===== config.mk =====
export PLATFORM = sky130hd
export DESIGN_NAME = bus_arbiter
export DESIGN_NICKNAME = d
export VERILOG_FILES = /design/src/rtl/cpu_bus_pkg.sv /design/src/rtl/rr_pick.sv /design/src/rtl/bus_arbiter.sv
export SDC_FILE = /design/constraint.sdc
export NUM_CORES = 1
export LEC_CHECK = 0
export CAP_MARGIN = 15
export CORE_UTILIZATION = 55
export CTS_BUF_LIST = sky130_fd_sc_hd__clkbuf_16
export DETAILED_ROUTE_END_ITERATION = 10
export PLACE_DENSITY_LB_ADDON = 0.25
export REMOVE_ABC_BUFFERS = 1
export SETUP_SLACK_MARGIN = 0.15
export SLEW_MARGIN = 20
export SYNTH_ARGS = -nofsm -noshare
export SYNTH_HDL_FRONTEND = slang
export SYNTH_SLANG_ARGS = --single-unit

===== constraint.sdc =====
create_clock -name clock -period 11.7 [get_ports clock]
set_input_delay 2.34 -clock clock [delete_from_list [all_inputs] [get_ports clock]]
set_output_delay 2.34 -clock clock [all_outputs]
set_load 0.005 [all_outputs]

===== src/rtl/cpu_bus_pkg.sv =====
// cpu_bus_pkg: shared definitions for the CPU internal bus.
// Holds the bus width constants, the mux select type and the arbiter
// state encoding. The bus mux, the control unit and the arbiter all use
// these.
package cpu_bus_pkg;

  localparam int N_SRC = 16;
  localparam int SEL_W = 4;

  typedef logic [SEL_W-1:0] sel_t;

  typedef enum logic {
    IDLE  = 1'b0,
    OWNED = 1'b1
  } arb_state_e;

  // One-hot grant vector for a given source index.
  function automatic logic [N_SRC-1:0] onehot(sel_t idx);
    logic [N_SRC-1:0] v;
    v      = '0;
    v[idx] = 1'b1;
    return v;
  endfunction

endpackage


===== src/rtl/rr_pick.sv =====
// rr_pick: combinational round-robin search.
// Returns the first set bit of req, scanning upward from start and
// wrapping 15 -> 0. The start position itself is included.
//   req   [15:0] in  : request vector
//   start [3:0]  in  : first index to examine
//   idx   [3:0]  out : winning index (0 when nothing found)
//   found        out : at least one request bit is set
module rr_pick
  import cpu_bus_pkg::*;
(
  input  logic [N_SRC-1:0] req,
  input  sel_t             start,
  output sel_t             idx,
  output logic             found
);

  sel_t pos;

  // Scan from the far end back toward start so the closest hit is the
  // last one written and therefore wins.
  always_comb begin
    idx   = '0;
    found = 1'b0;
    pos   = '0;
    for (int i = N_SRC - 1; i >= 0; i--) begin
      pos = start + SEL_W'(i);
      if (req[pos]) begin
        idx   = pos;
        found = 1'b1;
      end
    end
  end

endmodule


===== src/rtl/bus_arbiter.sv =====
// bus_arbiter: round-robin owner selection for the 16-source CPU bus mux.
// Grants the bus to one requester, drives the mux select and forces a
// hand-off once an owner has held the bus for MAX_HOLD cycles (0 = no
// limit). All outputs are registered.
//   clock         in  : system clock, rising edge
//   clear         in  : synchronous active-high reset
//   req    [15:0] in  : per-source request lines
//   grant  [15:0] out : one-hot grant, zero when idle
//   sel    [3:0]  out : mux select, parked at last owner when idle
//   bus_valid     out : grant is non-zero
//   hold_expired  out : one-cycle pulse on a forced hand-off
//
// state | meaning
// IDLE  | no owner; next request found from last+1 is granted
// OWNED | sel_q is the owner; cnt_q counts its grant cycles
module bus_arbiter
  import cpu_bus_pkg::sel_t, cpu_bus_pkg::SEL_W, cpu_bus_pkg::arb_state_e,
         cpu_bus_pkg::IDLE, cpu_bus_pkg::OWNED, cpu_bus_pkg::onehot;
#(
  parameter int N_SRC    = 16,
  parameter int MAX_HOLD = 8
) (
  input  logic             clock,
  input  logic             clear,
  input  logic [N_SRC-1:0] req,
  output logic [N_SRC-1:0] grant,
  output sel_t             sel,
  output logic             bus_valid,
  output logic             hold_expired
);

  localparam int CNT_W = (MAX_HOLD < 1) ? 1 : $clog2(MAX_HOLD + 1);
  localparam logic [CNT_W-1:0] CNT_LAST =
    (MAX_HOLD == 0) ? '0 : CNT_W'(MAX_HOLD - 1);

  arb_state_e       state_q, state_d;
  logic [N_SRC-1:0] grant_q, grant_d;
  sel_t             sel_q, sel_d;
  sel_t             last_q, last_d;
  logic [CNT_W-1:0] cnt_q, cnt_d;
  logic             valid_q, valid_d;
  logic             hexp_q, hexp_d;

  sel_t pick_start;
  sel_t pick_idx;
  logic pick_found;

  // While owned the search begins after the owner; while idle it begins
  // after the most recent winner. sel_q is the owner when OWNED.
  assign pick_start = (state_q == OWNED) ? sel_q + 1'b1 : last_q + 1'b1;

  rr_pick u_pick (
    .req   (req),
    .start (pick_start),
    .idx   (pick_idx),
    .found (pick_found)
  );

  always_comb begin
    state_d = state_q;
    grant_d = grant_q;
    sel_d   = sel_q;
    last_d  = last_q;
    cnt_d   = cnt_q;
    valid_d = valid_q;
    hexp_d  = 1'b0;

    unique case (state_q)
      IDLE: begin
        if (pick_found) begin
          state_d = OWNED;
          grant_d = onehot(pick_idx);
          sel_d   = pick_idx;
          last_d  = pick_idx;
          cnt_d   = '0;
          valid_d = 1'b1;
        end
      end
      OWNED: begin
        if (!req[sel_q]) begin
          // Release wins over expiry, so no pulse here.
          if (pick_found) begin
            grant_d = onehot(pick_idx);
            sel_d   = pick_idx;
            last_d  = pick_idx;
            cnt_d   = '0;
          end else begin
            state_d = IDLE;
            grant_d = '0;
            valid_d = 1'b0;
          end
        end else if ((MAX_HOLD != 0) && (cnt_q == CNT_LAST)) begin
          // req[sel_q] is set, so the search always finds someone,
          // possibly the same owner again.
          grant_d = onehot(pick_idx);
          sel_d   = pick_idx;
          last_d  = pick_idx;
          cnt_d   = '0;
          hexp_d  = 1'b1;
        end else begin
          cnt_d = cnt_q + 1'b1;
        end
      end
      default: begin
        state_d = IDLE;
      end
    endcase
  end

  always_ff @(posedge clock) begin
    if (clear) begin
      state_q <= IDLE;
      grant_q <= '0;
      sel_q   <= '0;
      last_q  <= SEL_W'(15);
      cnt_q   <= '0;
      valid_q <= 1'b0;
      hexp_q  <= 1'b0;
    end else begin
      state_q <= state_d;
      grant_q <= grant_d;
      sel_q   <= sel_d;
      last_q  <= last_d;
      cnt_q   <= cnt_d;
      valid_q <= valid_d;
      hexp_q  <= hexp_d;
    end
  end

  assign grant        = grant_q;
  assign sel          = sel_q;
  assign bus_valid    = valid_q;
  assign hold_expired = hexp_q;

endmodule


==> flow_metrics.py <==
metrics = {
    "cells_and_area": {
        "synthToLayoutAreaGrowth_pct": 13.8,
        "post_route_cells_drive_above_1_share_pct": 11.4,
        "layout.area.seq_sq_um": 621,
        "nFillCells": 586,
        "multi_input_comb_area_sq_um": 3170,
        "antenna_cells_inserted": 0,
        "nNetsFinal": 500,
    },
    "global_route": {
        "grt_start_max_net_pins": 30,
        "grt_pass1_wl_microns": 20200,
        "number_of_antenna_violations_at_the_first_check_in_global_routing": 0,
        "vias_in_the_first_global_route": 3721,
        "global_route.overflow_total": 0,
        "globalRouteTotalUtil_pct": 35.5,
    },
    "clock_network": {
        "hold_buf_cts": 0,
        "clock-sinks": 31,
        "clock_tree.root_cell": "clkbuf_16",
        "clkSlewWorstSetupHoldPaths_ns": 0.05,
        "worstSkewPairLatency_ns": 0.27,
        "cts_made_buffers": 5,
        "postCtsSetupRepairBufs": 0,
        "cts_repair_resizes": 0,
        "cts_buffer_depth": 2,
        "ctsHtreeMaxLevel": 2,
        "tritoncts": "built",
    },
    "synth": {
        "ys_flop_type": "dfxtp_1",
        "synth_top_family_by_area": "multiplexers",
        "synth-async-reset-ratio_pct": 0,
        "syn_inst": 447,
        "synth_cell_types": 70,
        "synth_compound_gate_area_share_pct": 23.5,
        "post_synth_edffs": 0,
        "synth_top_cell_by_area": "dfxtp_1",
        "yosys.area_share.adder_pct": 2.54,
        "synthTopCellsByCount": "nand2_1, mux2i_1, a21oi_1, dfxtp_1, nor2_1",
        "synth_simple_gate_area_share_pct": 18.2,
        "synth.top_cells.by_area": "dfxtp_1, mux2i_1, mux4_2",
        "average_footprint_of_a_synthesized_cell_sq_um": 8.82,
        "flop_and_latch_count_out_of_synthesis": 31,
        "yosysWarningCount": 0,
        "synth.area.mux_share_pct": 32.6,
        "synthMostInstantiatedCell": "nand2_1",
        "yosys.area.top_type_share_pct": 15.7,
        "synth-seq-area-share_pct": 15.7,
        "mappedNetlistArea_sq_um": 3940,
        "post_synth_xor_xnor_area_pct": 3.46,
    },
    "route": {
        "detail_route.wirelength_microns": 12700,
        "dr_total_vias": 4043,
        "remaining_drc_errors": 0,
        "first_pass_iters": 5,
        "met2_wirelength_microns": 5570,
        "routedWlPerCell_microns": 22.3,
        "routed.top_layer": "met4",
        "route.layer.met1.wl_microns": 5520,
        "dr.first_iter.drc_count": 483,
        "wire_length_on_met3_microns": 1260,
        "route.detailed.vias_per_inst": 7.08,
        "ant_nets": 0,
    },
    "floorplanning": {
        "floorplan.die.width_microns": 86.7,
        "rows": 30,
        "floorplan.initialDensity_pct": 57.4,
        "chipHeight_microns": 86.7,
        "num_io_pins": 40,
        "die-area_sq_um": 7510,
        "core_sq_um": 6870,
    },
    "worst_hold_path": {
        "cell_depth_of_the_worst_hold_path": 2,
        "hold_class": "register to register",
    },
    "sta": {
        "worst-slew-pin-transition_ns": 1.10,
        "grt_setup_unrepaired": "no",
        "slew_headroom_pct": 26.1,
        "setup-tns-final_ns": 0,
        "period_needed_ns": 6.36,
        "hold_viol": 0,
        "skew_ns": 0.00289,
        "timing.fmax_mhz": 157,
        "setup-violations-final": 0,
        "share_of_the_clock_period_used_by_the_worst_path_after_layout_pct": 54.4,
        "final_max_slew_viol_count": 0,
    },
    "place": {
        "placement.io_buffers": 39,
        "detailed_place_hpwl_microns": 9620,
        "global_placer_s_final_weighted_congestion": 0.995,
    },
    "setup_path": {
        "worst_r2r_path_depth": 16,
        "startpoint_type": "register",
        "worstSetupPathType": "register to register",
        "crit_required_ns": 11.88,
        "timing.critical_path.fanout_max": 29,
        "critical_path.endpoint_type": "register",
        "critical_path_arrival_ns": 6.54,
    },
    "outcome": {
        "run_status": "completed",
    },
    "flow_run": {
        "drv.max_cap_violation_count": 0,
    },
}
path summary, 6_finish.rpt:
check | endpoint | slack [ns] | from
setup / recovery | grant[14] | 5.34 | state_q
hold / removal | grant[1] | 0.45 | grant[1]
setup reg to reg | grant[14] | 5.34 | state_q
hold reg to reg | grant[1] | 0.45 | grant[1]
final cells by class:
class / count / area share [%]
clock buffer: 5 / 2.79
clock inverter: 3 / 0.279
inverter: 9 / 0.753
multi-input combinational: 386 / 70.6
sequential: 31 / 13.8
tap: 96 / 2.68
timing repair buffer: 41 / 9.03
metrics by stage:
step / hold slack, ns / util [%] / instances / setup WS [ns] / cell area (sq um)
floorplan: 0.447 / - / 426 / 6.06 / 3820
global placement: 0.436 / 63.3 / 563 / 5.48 / 4350
detailed placement: 0.439 / 63.3 / 563 / 5.32 / 4350
CTS: 0.451 / 65.3 / 571 / 5.31 / 4480
global route: 0.475 / 65.3 / 571 / 4.86 / 4490
finish: 0.449 / 65.3 / 571 / 5.34 / 4490
layer usage:
layer  vias to the layer above  track usage (%)
li1                       1828                -
met1                      1913             50.2
met2                       262             53.8
met3                        40             7.71
met4                         0             11.8
met5                         -                0
cell families after synthesis:
group / after synthesis
XOR/XNOR: 7
multiplexers: 90
AND/OR/NAND/NOR: 144
AO/OA/AOI/OAI: 137
adder cells (fa/ha/maj): 8
buffers and inverters: 30
flip-flops: 31
layout by cell type (no fill, tap or decap), types with 6 or more instances in the layout:
cell and count:
nand2_1 51, mux2i_1 49, clkdlybuf4s50_1 39, a21oi_1 33
dfxtp_1 31, nor2_1 29, o31ai_1 24, o21ai_0 19
mux4_2 17, nand3_1 13, mux2_2 10, nor3_1 8
ha_1 8, mux4_1 7, inv_1 7, o22ai_1 6
and2_1 6
sequential cells by signal (all words and copies together) (netlist names):
name / flops
bus_valid: 1
cnt_q: 4
grant: 16
hold_expired: 1
last_q: 4
sel: 4
state_q: 1
worst max-delay path: stages, from the launching register on:
cell	delay (ns)
dfxtp_1	0.80
mux2i_4	0.32
buf_4	0.41
inv_2	0.28
ha_1	0.37
xnor2_4	0.50
ha_1	0.53
mux2i_1	0.20
mux2i_1	0.29
mux2i_1	0.22
mux2i_1	0.58
nor2_1	0.16
nand4b_1	0.19
o21ai_1	0.24
nor2_1	0.21
or4b_1	0.64
o31ai_1	0.29
Power is not shown: default switching activity piles up to over one toggle a cycle in this logic, so the estimate is an artifact.
